--- config.mk ---
export PLATFORM = sky130hd
export DESIGN_NAME = clkgate_ctrl
export DESIGN_NICKNAME = d
export VERILOG_FILES = /design/src/rtl/clkgate_pkg.sv /design/src/rtl/clkgate_satcnt.sv /design/src/rtl/clkgate_ctrl.sv
export SDC_FILE = /design/constraint.sdc
export NUM_CORES = 1
export LEC_CHECK = 0
export ABC_AREA = 0
export BUFFER_PORTS_ARGS = -buffer_cell sky130_fd_sc_hd__buf_2
export CORE_MARGIN = 5
export CORE_UTILIZATION = 45
export DETAILED_ROUTE_END_ITERATION = 10
export PLACE_DENSITY = 0.64
export SLEW_MARGIN = 5
export SYNTH_ARGS = -nofsm -noshare
export SYNTH_HDL_FRONTEND = slang
export SYNTH_SLANG_ARGS = --single-unit
--- constraint.sdc ---
create_clock -name clk -period 5.6 [get_ports clk]
set_input_delay 1.12 -clock clk [delete_from_list [all_inputs] [get_ports clk]]
set_output_delay 1.12 -clock clk [all_outputs]
set_load 0.005 [all_outputs]
--- src/rtl/clkgate_pkg.sv ---
// Shared definitions for the clock-gate enable controller: state encoding,
// default widths and the wake-settle window sanity check.
package clkgate_pkg;

  // Default widths and settle window.
  localparam int CW_DEF          = 8;
  localparam int SW_DEF          = 16;
  localparam int WAKE_CYCLES_DEF = 2;
  localparam int WAKE_CYCLES_MIN = 1;

  // Controller state encoding.
  typedef logic [1:0] state_t;
  localparam state_t ST_RUN   = 2'd0;
  localparam state_t ST_COUNT = 2'd1;
  localparam state_t ST_GATED = 2'd2;
  localparam state_t ST_WAKE  = 2'd3;

  // A settle window of zero cycles would let ready rise together with en,
  // before the gated domain has seen a single clock.
  function automatic bit wake_cycles_ok(input int n);
    return n >= WAKE_CYCLES_MIN;
  endfunction

endpackage

--- src/rtl/clkgate_satcnt.sv ---
// Generic saturating up-counter with synchronous clear; clear beats increment.
module clkgate_satcnt #(
  parameter int W = 16
) (
  input  logic         clk,
  input  logic         reset,
  input  logic         inc,
  input  logic         clr,
  output logic [W-1:0] count
);

  // Count events, hold at all-ones, clear on request.
  always_ff @(posedge clk) begin
    if (reset || clr) begin
      count <= '0;
    end else if (inc && (count != {W{1'b1}})) begin
      count <= count + 1'b1;
    end
  end

endmodule

--- src/rtl/clkgate_ctrl.sv ---
// Clock-gate enable controller. Counts consecutive idle cycles in the
// ungated domain, drops the gate enable once the programmed threshold is met
// and the downstream logic is drained, and on wake re-enables the clock while
// holding ready low for a fixed settle window.
module clkgate_ctrl
  import clkgate_pkg::*;
#(
  parameter int CW          = CW_DEF,
  parameter int WAKE_CYCLES = WAKE_CYCLES_DEF,
  parameter int SW          = SW_DEF
) (
  input  logic          clk,
  input  logic          reset,
  input  logic          activity,
  input  logic          quiesce,
  input  logic          wake,
  input  logic          force_on,
  input  logic [CW-1:0] idle_thresh,
  output logic          en,
  output logic          ready,
  output logic          gated,
  output logic [SW-1:0] gate_count,
  input  logic          clr_count
);

  if (!wake_cycles_ok(WAKE_CYCLES)) begin : g_wake_cycles_check
    $error("clkgate_ctrl: WAKE_CYCLES must be at least 1");
  end

  localparam int WW = $clog2(WAKE_CYCLES + 1);
  localparam logic [WW-1:0] WAKE_LOAD = WW'(WAKE_CYCLES - 1);

  state_t        state;
  logic [CW-1:0] cnt;
  logic [WW-1:0] wcnt;

  logic          thresh_zero;
  logic          idle_ok;
  logic          wake_ev;
  logic [CW:0]   cnt_next;
  logic          thresh_hit;
  logic          gate_entry;

  assign thresh_zero = (idle_thresh == '0);
  assign idle_ok     = !activity && quiesce && !force_on && !thresh_zero;
  assign wake_ev     = activity || wake || force_on || thresh_zero;

  // One bit wider so a counter sitting at all-ones cannot wrap past the
  // threshold; the threshold is compared live so lowering it takes effect at
  // the next idle sample.
  assign cnt_next   = {1'b0, cnt} + 1'b1;
  assign thresh_hit = (cnt_next >= {1'b0, idle_thresh});

  // Cycle on which the controller commits to gating; also the event counted.
  // idle_ok already excludes force_on, so forcing the clock on always blocks it.
  always_comb begin
    gate_entry = 1'b0;
    case (state)
      ST_RUN:   gate_entry = idle_ok && (idle_thresh == CW'(1));
      ST_COUNT: gate_entry = idle_ok && thresh_hit;
      default:  gate_entry = 1'b0;
    endcase
  end

  // Main FSM; en/ready/gated are registered alongside the state so the
  // clock-gate cell never sees a combinational path from the inputs.
  // NOTE: all state here is updated with non-blocking assignments so every
  // register samples pre-edge values; the reset is synchronous because clk is
  // never gated, so reset still takes effect while the downstream clock is off.
  always_ff @(posedge clk) begin
    if (reset) begin
      state <= ST_RUN;
      cnt   <= '0;
      wcnt  <= '0;
      en    <= 1'b1;
      ready <= 1'b1;
      gated <= 1'b0;
    end else begin
      case (state)
        ST_RUN: begin
          if (gate_entry) begin
            state <= ST_GATED;
            cnt   <= '0;
            en    <= 1'b0;
            ready <= 1'b0;
            gated <= 1'b1;
          end else if (idle_ok) begin
            state <= ST_COUNT;
            cnt   <= CW'(1);
          end
        end

        ST_COUNT: begin
          if (!idle_ok) begin
            state <= ST_RUN;
            cnt   <= '0;
          end else if (gate_entry) begin
            state <= ST_GATED;
            cnt   <= '0;
            en    <= 1'b0;
            ready <= 1'b0;
            gated <= 1'b1;
          end else begin
            cnt <= cnt_next[CW-1:0];
          end
        end

        // Loss of quiesce is ignored here; only a wake event reopens the clock.
        ST_GATED: begin
          if (wake_ev) begin
            state <= ST_WAKE;
            wcnt  <= WAKE_LOAD;
            en    <= 1'b1;
            gated <= 1'b0;
          end
        end

        // Settle window: clock running, ready held low, all inputs ignored.
        ST_WAKE: begin
          if (wcnt == '0) begin
            state <= ST_RUN;
            ready <= 1'b1;
          end else begin
            wcnt <= wcnt - 1'b1;
          end
        end

        default: begin
          state <= ST_RUN;
          cnt   <= '0;
          wcnt  <= '0;
          en    <= 1'b1;
          ready <= 1'b1;
          gated <= 1'b0;
        end
      endcase
    end
  end

  clkgate_satcnt #(
    .W (SW)
  ) u_gate_count (
    .clk   (clk),
    .reset (reset),
    .inc   (gate_entry),
    .clr   (clr_count),
    .count (gate_count)
  );

endmodule

==> summary.txt, run 1 <==
Outcome: finished, final reports clean
Mean post-synth cell area: 8.16 sq um
Core box area: 3970 sq um
Row count: 23
Yosys top cell area share: 0.341
Root Buffer: clkbuf_8
Pwr/cell area: 223 nW/um^2
Final hold vios: 0
Setup_tns: 0 ps
Placed Cells: 300
Initial DRC count: 105
Grt total ovfl: 0
CTS Hold Bufs: 0
Number of global-route vias before repair: 1615
Number of setup violations in the final report: 0
Asr flop ratio synth: 0
WP data required: 5810 ps
H-Tree Level Count: 2
Worst Path Arrival: 3300 ps
Filler cells: 399
GRT Total Usage: 0.169
Yosys reg bits: 31
First-pass DRT Iterations: 4
Min-Delay Path Class: reg -> reg
CTS max path bufs: 2
RSZ-0062 raised after global routing: false
Highest-delay cell along the critical path: or4_1
Io pins: 34
Post-synthesis cell area: 1820 sq um
Max_slew headroom: 0.585
Diode count: 0
Post-CTS Resized: 0
Slowest cell delay on critical path: 550 ps
Register area: 621 sq um
Setup Crit Path Kind: reg -> reg
Non-filler cells, final: 308
Via/cell ratio: 5.51
Final worst path period share: 0.551
Clock-pin slew on the worst setup and hold paths: 70 ps
Routed wire length: 4170 um
Psw: 0.101 mW
Largest net degree at the start of global routing: 17
Die span in x: 73.6 um
Initial antenna violation count: 0
Crit-path cells: ha_1 > and3_1 > nand2b_1 > nand2_1 > ha_1 > nand3_1 > o221ai_1 > a31oi_1 > a211o_1 > or4_1 > a21oi_1
Seq pwr share: 0.469
Number of synthesized flops with an enable pin: 0
Syn_nets: 249
Total CTS buffers: 5
Initial Utilization: 0.458
Sw frac: 0.211
Slew Limit Fails: 0
Die span in y: 73.6 um
CP startpoint: cnt[0]$_SDFFE_PP0P_
Worst Clk Skew: 4.22 ps
DP HPWL: 3150 um
Synth cell types: 45
Critical Path Start Type: register
CP Max Fanout: 15
Max-cap violations: 0
CP Capture Type: register
Tmin final: 3090 ps
Number of routed nets with antenna violations: 0
Pint: 0.377 mW
Min-delay src: ready$_SDFFE_PP1P_
Top FF cell, synth: dfxtp_1
Avg WL per Cell: 13.5 um
Multi-input logic area: 1120 sq um
Max VDD drop: 0.148 mV
Synth area leaders: dfxtp_1 34%, ha_1 7.6%, a21oi_1 4.9%, nand2_1 4.3%, nor2_1 3.7%
Register area share after synthesis: 0.341
Leakage: 0.878 nW
DR vias: 1697
Worst-Margin Slew: 619 ps
Largest area contributor in the synthesized netlist: dfxtp_1
TritonCTS Sinks: 31
Global-route wire length before repair: 7220 um
Nets: 283
Port bufs: 33
YS warnings: 0
R2r startpoint: cnt[0]$_SDFFE_PP0P_
Post-CTS Repair Setup Buffers: 0
Layout cell share with drive strength beyond 1: 0.178
Die area: 5420 sq um
Worst-Skew Late Latency: 270 ps
Power, Total: 0.477 mW
Routability cong.: 0.798
Synth Instances: 223
CTS tree: done
Area growth, synth to finish: 17.6%
Drt drc: 0
Comb power frac: 0.059
Clock Power Share: 0.472
FMAX: 324 MHz
Most frequent CP cell: ha_1
[flip-flops by register name, summed over array words and instances, names as in the netlist]
| name | count |
|---|---|
| cnt | 8 |
| en | 1 |
| gated | 1 |
| ready | 1 |
| state | 2 |
| u_gate_count.count | 16 |
| wcnt | 2 |
[critical path: cells and delay by family (launching register included)]
kind | cells | cell delay [ps]
simple gates | 5 | 1050
compound gates | 4 | 990
fa+ha+maj | 2 | 530
flops | 1 | 460
[metrics by stage]
step,hold slack [ps],setup WS [ps],instance area (sq um),utilization
after floorplan,435,2690,1820,-
after global placement,428,2380,2020,0.509
after detailed placement,434,2350,2020,0.509
after CTS,448,2520,2140,0.539
after global routing,480,2270,2140,0.539
final,443,2510,2140,0.539
[power by group through the flow]
stage / sequential [mW] / combinational [mW] / clock (mW)
after floorplan: 0.227 / 0.0184 / 0
after global placement: 0.229 / 0.0278 / 0
after detailed placement: 0.229 / 0.0282 / 0
after CTS: 0.224 / 0.0284 / 0.231
after global routing: 0.224 / 0.0322 / 0.243
final: 0.224 / 0.0282 / 0.225
[cells by family (layout without fill, tap and decap cells)]
family | Yosys count | in the layout | share of synthesized area
and+or+nand+nor | 94 | 94 | 0.273
muxes | 3 | 3 | 0.0179
buffers and inverters | 20 | 55 | 0.0426
DFF | 31 | 31 | 0.341
adders and majority gates | 11 | 11 | 0.0756
xor gates and xnor gates | 7 | 7 | 0.0337
AOI/OAI and AO/OA | 57 | 57 | 0.217
[layout make-up]
class,instances,share of cell area
multi-input combinational,172,0.524
sequential,31,0.290
timing repair buffer,33,0.0771
clock buffer,6,0.0386
tap,50,0.0292
inverter,14,0.0245
clock inverter,2,0.0164
[placed cells by master, fill, tap and decap left out, types with 4 or more instances in the layout]
| cell | instances |
|---|---|
| or4_1 | 6 |
| clkbuf_8 | 6 |
| nand3_1 | 13 |
| dfxtp_1 | 31 |
| nor2_1 | 18 |
| a21oi_1 | 18 |
| inv_1 | 14 |
| ha_1 | 11 |
| o21ai_0 | 5 |
| nor4_1 | 4 |
| a21o_1 | 5 |
| or3_1 | 5 |
| buf_2 | 33 |
| xnor2_1 | 6 |
| nand2_1 | 21 |
| a211oi_1 | 5 |
| nand2b_1 | 6 |
[Yosys cell counts (2+ instances only)]
library cell and n:
o31ai_1 3, a21oi_1 18, or3_1 5, mux2_2 2, or4b_1 2, nand3_1 13, nor2_1 18, dfxtp_1 31
nor4b_1 2, a31oi_1 3, a22o_1 2, o21a_1 2, nand2_1 21, buf_2 2, and3_1 3, nand2b_1 6
a32oi_1 2, ha_1 11, xnor2_1 6, nor4_1 4, nor2b_1 2, a21o_1 5, o21ai_0 5, nor3_1 3
nand4_1 3, a211oi_1 5, a2111oi_0 2, a211o_1 3, or4_1 6, inv_1 14, or2_2 2, clkbuf_1 4
[path summary, 6_finish.rpt]
path                                          to  slack, ps  cells past startpoint
min                           ready$_SDFFE_PP1P_        440                      2
max reg2reg  u_gate_count.count[15]$_SDFFE_PP0P_       2510                     11
max          u_gate_count.count[15]$_SDFFE_PP0P_       2510                     11
min reg2reg                   ready$_SDFFE_PP1P_        440                      2
[routing by layer]
layer,share of wire,vias to the layer above,GRT usage,routed length (um)
met5,0,-,0,0
met4,0.0046,0,0.0423,19
met3,0.034,2,0.0424,140
met2,0.45,18,0.257,1870
met1,0.51,783,0.237,2140
li1,-,894,-,-
(Power assumes the default switching activity.)
==> inputs of run 2 (changes only) <==
==> constraint.sdc (replaced) <==
create_clock -name clk -period 3 [get_ports clk]
set_input_delay 0.6 -clock clk [delete_from_list [all_inputs] [get_ports clk]]
set_output_delay 0.6 -clock clk [all_outputs]
set_load 0.005 [all_outputs]
==> run 2 against run 1 <==
Sequential power rose by 86%. Sequential share of layout area is 0.15 points lower. Global-route usage about the same. Cell area increased by 1.3%. Die area stayed put. Combinational power grew 100%. Utilization is 0.72 points higher. Routed wire length grew 5.6%. Clock skew is 2.8 ps higher. Register-to-register slack lost 2400 ps. Critical path type unchanged. Largest power group is now registers.
==> summary.txt, run 2 (synthesized netlist as in run 1, its figures left out) <==
Outcome: finished, final reports clean
Initial DRC count: 90
GRT Total Usage: 0.168
Regs by FF count: u_gate_count.count: 16 flops, cnt: 8 flops
Most frequent cells in the layout: 33 x buf_2, 27 x dfxtp_1, 21 x nand2_1
Port bufs: 33
Max VDD drop: 0.275 mV
Initial Utilization: 0.458
Max FFs per register: 16
Initial antenna violation count: 0
Io pins: 34
Met3 Usage GRT: 0.0383
Worst Path Arrival: 3090 ps
Core box area: 3970 sq um
Drt drc: 0
Filler cells: 373
Met2 Use GR: 0.248
Layout cell share with drive strength beyond 1: 0.222
Routed wire length: 4400 um
DR vias: 1715
H-Tree Level Count: 2
CP Max Fanout: 11
Most common cell after layout, fill and taps aside: buf_2
Slew Limit Fails: 0
Die span in y: 73.6 um
Largest net degree at the start of global routing: 17
Crit-path cells: ha_2 > and3_4 > nand2b_1 > nand2_1 > ha_1 > nand3_1 > o221ai_2 > a31oi_4 > a211o_2 > buf_4 > or4_1 > a21oi_1
Number of routed nets with antenna violations: 0
Clock-pin slew on the worst setup and hold paths: 70 ps
Fin util: 0.546
Final worst path period share: 0.955
Worst Clk Skew: 7.03 ps
CTS max path bufs: 2
CTS tree: done
Via/cell ratio: 5.51
Register with the most flip-flops: u_gate_count.count
Worst-Skew Late Latency: 290 ps
Leakage: 0.869 nW
Row count: 23
Buf/Inv on CP: 1
Pwr/cell area: 371 nW/um^2
Root Buffer: clkbuf_8
Die area: 5420 sq um
Setup_tns: 0 ps
Tmin final: 2860 ps
Final hold vios: 0
Setup Crit Path Kind: reg -> reg
Area growth, synth to finish: 19.2%
Diode count: 0
Global-route wire length before repair: 7140 um
Nets: 286
Total CTS buffers: 5
Delay-heaviest family, CP: simple AND/OR/NAND/NOR gates
Max_slew headroom: 0.631
TritonCTS Sinks: 31
Avg WL per Cell: 14.2 um
Number of setup violations in the final report: 0
FMAX: 349 MHz
First-pass DRT Iterations: 4
Slowest cell delay on critical path: 400 ps
CP Capture Type: register
Worst-Margin Slew: 540 ps
Highest-delay cell along the critical path: a211o_2
Min-Delay Path Class: reg -> reg
GRT Max-Usage Layer: met2
Critical Path Start Type: register
Number of global-route vias before repair: 1566
Die span in x: 73.6 um
Grt total ovfl: 0
WP data required: 3220 ps
GRT met1 Usage: 0.244
DP HPWL: 3250 um
Routability cong.: 0.827
Max-cap violations: 0
==> run 2: path summary, 6_finish.rpt <==
| check | slack [ps] | depth (start not counted) | end | from |
|---|---|---|---|---|
| worst max-delay path | 140 | 12 | u_gate_count.count[6]$_SDFFE_PP0P_ | cnt[0]$_SDFFE_PP0P_ |
| worst max register to register | 140 | 12 | u_gate_count.count[6]$_SDFFE_PP0P_ | cnt[0]$_SDFFE_PP0P_ |
| worst min-delay path | 440 | 2 | ready$_SDFFE_PP1P_ | ready$_SDFFE_PP1P_ |
| worst min register to register | 440 | 2 | ready$_SDFFE_PP1P_ | ready$_SDFFE_PP1P_ |
==> run 2: repair_timing <==
action                     4_1_cts  5_1_grt
resized for setup                0       10
setup endpoints to repair        0       16
setup buffers                    0        1
hold buffers                     0        0
==> run 2: cell type report <==
| class | count | area [sq um] | share of cell area |
|---|---|---|---|
| multi-input cells | 172 | 1150 | 0.531 |
| flip-flops and latches | 31 | 626 | 0.288 |
| repair buffers | 36 | 188 | 0.0865 |
| clock buffers | 5 | 68.8 | 0.0317 |
| well taps | 50 | 62.6 | 0.0288 |
| inverters | 14 | 52.6 | 0.0242 |
| clock inverters | 3 | 20.0 | 0.00923 |
==> run 2: per-stage QoR <==
stage	instance area (sq um)	std cells	hold slack, ps	setup slack [ps]	power [mW]
final	2170	311	439	135	0.804
after global routing	2170	311	466	-20.8	0.841
after CTS	2130	310	444	17.0	0.809
after detailed placement	2040	302	429	80.5	0.482
after global placement	2040	302	430	151	0.481
after floorplan	1820	223	435	349	0.459
==> run 2: power breakdown <==
part	switching (mW)	total, mW	internal (mW)
Clock	0.169	0.330	0.161
Combinational	0.0343	0.0574	0.0231
Sequential	0.00322	0.417	0.413
Total	0.206	0.804	0.598
==> run 2: worst register-to-register path: cells and delay by family (launching register included) <==
kind	cells	cell delay, ps
AOI/OAI and AO/OA	4	880
adders and majority gates	2	500
buffers and inverters	1	180
DFF	1	350
and+or+nand+nor	5	900
==> run 2: routing by layer <==
metal  up-vias  routed length, um
li1        894                  -
met1       787               2230
met2        27               1970
met3         7                146
met4         0                 51
met5         -                  0
==> inputs of run 3 (changes only) <==
--- a/config.mk
+++ b/config.mk
@@ -7,10 +7,10 @@
 export LEC_CHECK = 0
 export ABC_AREA = 0
 export BUFFER_PORTS_ARGS = -buffer_cell sky130_fd_sc_hd__buf_2
-export CORE_MARGIN = 5
+export CORE_MARGIN = 2
 export CORE_UTILIZATION = 45
 export DETAILED_ROUTE_END_ITERATION = 10
-export PLACE_DENSITY = 0.64
+export PLACE_DENSITY = 0.66
 export SLEW_MARGIN = 5
 export SYNTH_ARGS = -nofsm -noshare
 export SYNTH_HDL_FRONTEND = slang
==> constraint.sdc (replaced) <==
create_clock -name clk -period 2.6 [get_ports clk]
set_input_delay 0.52 -clock clk [delete_from_list [all_inputs] [get_ports clk]]
set_output_delay 0.52 -clock clk [all_outputs]
set_load 0.005 [all_outputs]
==> run 3 against run 2 <==
The flow now finishes with violations (setup timing). First-iteration DRC count up 88%. Register-to-register slack worse by 180 ps. Via count up 9.2%. Critical endpoint is now u_gate_count.count[13]$_SDFFE_PP0P_. Largest cell class unchanged.
==> summary.txt, run 3 (synthesized netlist as in run 1, its figures left out) <==
CTS Hold Bufs: 0
Routability cong.: 0.851
Core box area: 3940 sq um
Die span in x: 67.6 um
Outcome: finished, violations left
Power, Total: 1.06 mW
Slew Limit Fails: 0
CTS max path bufs: 2
Diode count: 0
Worst Clk Skew: 5.26 ps
Cell area after layout: 2630 sq um
Most common cell after layout, fill and taps aside: buf_2
WP data required: 2820 ps
Max-cap violations: 0
Placed Cells: 320
FMAX: 378 MHz
Tmin final: 2650 ps
H-Tree Level Count: 2
Non-filler cells, final: 339
First-pass DRT Iterations: 4
Regs by FF count: u_gate_count.count: 16 flops, cnt: 8 flops
Post-route setup slack: -45.6 ps
Largest net degree at the start of global routing: 17
Die span in y: 67.6 um
Pwr/cell area: 404 nW/um^2
Row count: 23
Root Buffer: clkbuf_8
Io pins: 34
Initial DRC count: 169
Critical Path Start Type: register
Setup Crit Path Kind: reg -> reg
Drt drc: 0
Min-Delay Path Class: reg -> reg
Initial Utilization: 0.462
RSZ-0062 raised after global routing: true
Number of setup violations in the final report: 9
Leakage: 1.06 nW
Register with the most flip-flops: u_gate_count.count
Via/cell ratio: 5.53
Placement Cell Area: 2220 sq um
Port bufs: 33
Max VDD drop: 0.340 mV
Layout cell share with drive strength beyond 1: 0.377
CP Max Fanout: 8
DP HPWL: 3270 um
Max FFs per register: 16
Worst Path Arrival: 2860 ps
GRT Total Usage: 0.219
Global-route wire length before repair: 7650 um
Clock-pin slew on the worst setup and hold paths: 70 ps
Fin util: 0.667
Initial antenna violation count: 0
Setup_tns: -185 ps
Avg WL per Cell: 15.0 um
Number of global-route vias before repair: 1702
Final worst path period share: 1.02
Final hold slack: 447 ps
Total CTS buffers: 5
Pre-CTS WS: -301 ps
DR vias: 1873
Most frequent cells in the layout: 33 x buf_2, 29 x buf_4, 25 x dfxtp_1
Number of routed nets with antenna violations: 0
Final hold vios: 0
Die area: 4570 sq um
TritonCTS Sinks: 31
Worst-Margin Slew: 472 ps
Area growth, synth to finish: 44.5%
Violated checks: setup timing
Worst-Skew Late Latency: 280 ps
Grt total ovfl: 0
Nets: 314
CP Capture Type: register
Max_slew headroom: 0.684
Routed wire length: 5100 um
CTS tree: done
[run 3: cell count changes in the layout (fill, tap and decap cells not counted), sizes merged]
cell,change
clkinvlp,-2
buf,+28
clkbuf,+1
bufinv,+1
[run 3: worst paths after layout]
| check | start | end | slack [ps] | cells after the start |
|---|---|---|---|---|
| setup reg to reg | cnt[1]$_SDFFE_PP0P_ | u_gate_count.count[13]$_SDFFE_PP0P_ | -50 | 12 |
| hold / removal | en$_SDFFE_PP1P_ | en$_SDFFE_PP1P_ | 450 | 2 |
| hold reg to reg | en$_SDFFE_PP1P_ | en$_SDFFE_PP1P_ | 450 | 2 |
| setup / recovery | cnt[1]$_SDFFE_PP0P_ | u_gate_count.count[13]$_SDFFE_PP0P_ | -50 | 12 |
[run 3: power breakdown]
group / internal, mW / switching [mW]
clock: 0.310 / 0.186
combinational: 0.0377 / 0.0481
sequential: 0.477 / 0.00416
total: 0.824 / 0.239
[run 3: critical path, cell delays in order, from the launching register on]
cell      delay [ps]
dfxtp_2          370
ha_4             150
and3_4           190
nand2b_4         140
nand2_4           60
ha_4             280
nand3_4           90
o221ai_4         230
a31oi_4           70
buf_12           170
a211oi_4         260
or4b_1           450
a21oi_1          120
[run 3: final cells by class]
class | count | area, sq um
Multi-Input combinational cell | 172 | 1350
Fill cell | 326 | 1310
Sequential cell | 31 | 631
Inverter | 14 | 52.6
Timing Repair Buffer | 64 | 414
Clock inverter | 2 | 35.0
Clock buffer | 6 | 82.6
Tap cell | 50 | 62.6
[run 3: metal layers]
metal  part of all wire  global-route usage
met5                  0                   0
met4              0.016              0.0740
met3              0.038              0.0417
met2               0.48               0.341
met1               0.46               0.301
[run 3: what timing repair did]
| action | CTS | global route |
|---|---|---|
| buffers inserted | 12 | 1 |
| pin swaps | 12 | 14 |
| resized for setup | 14 | 23 |
| setup endpoints to repair | 10 | 25 |
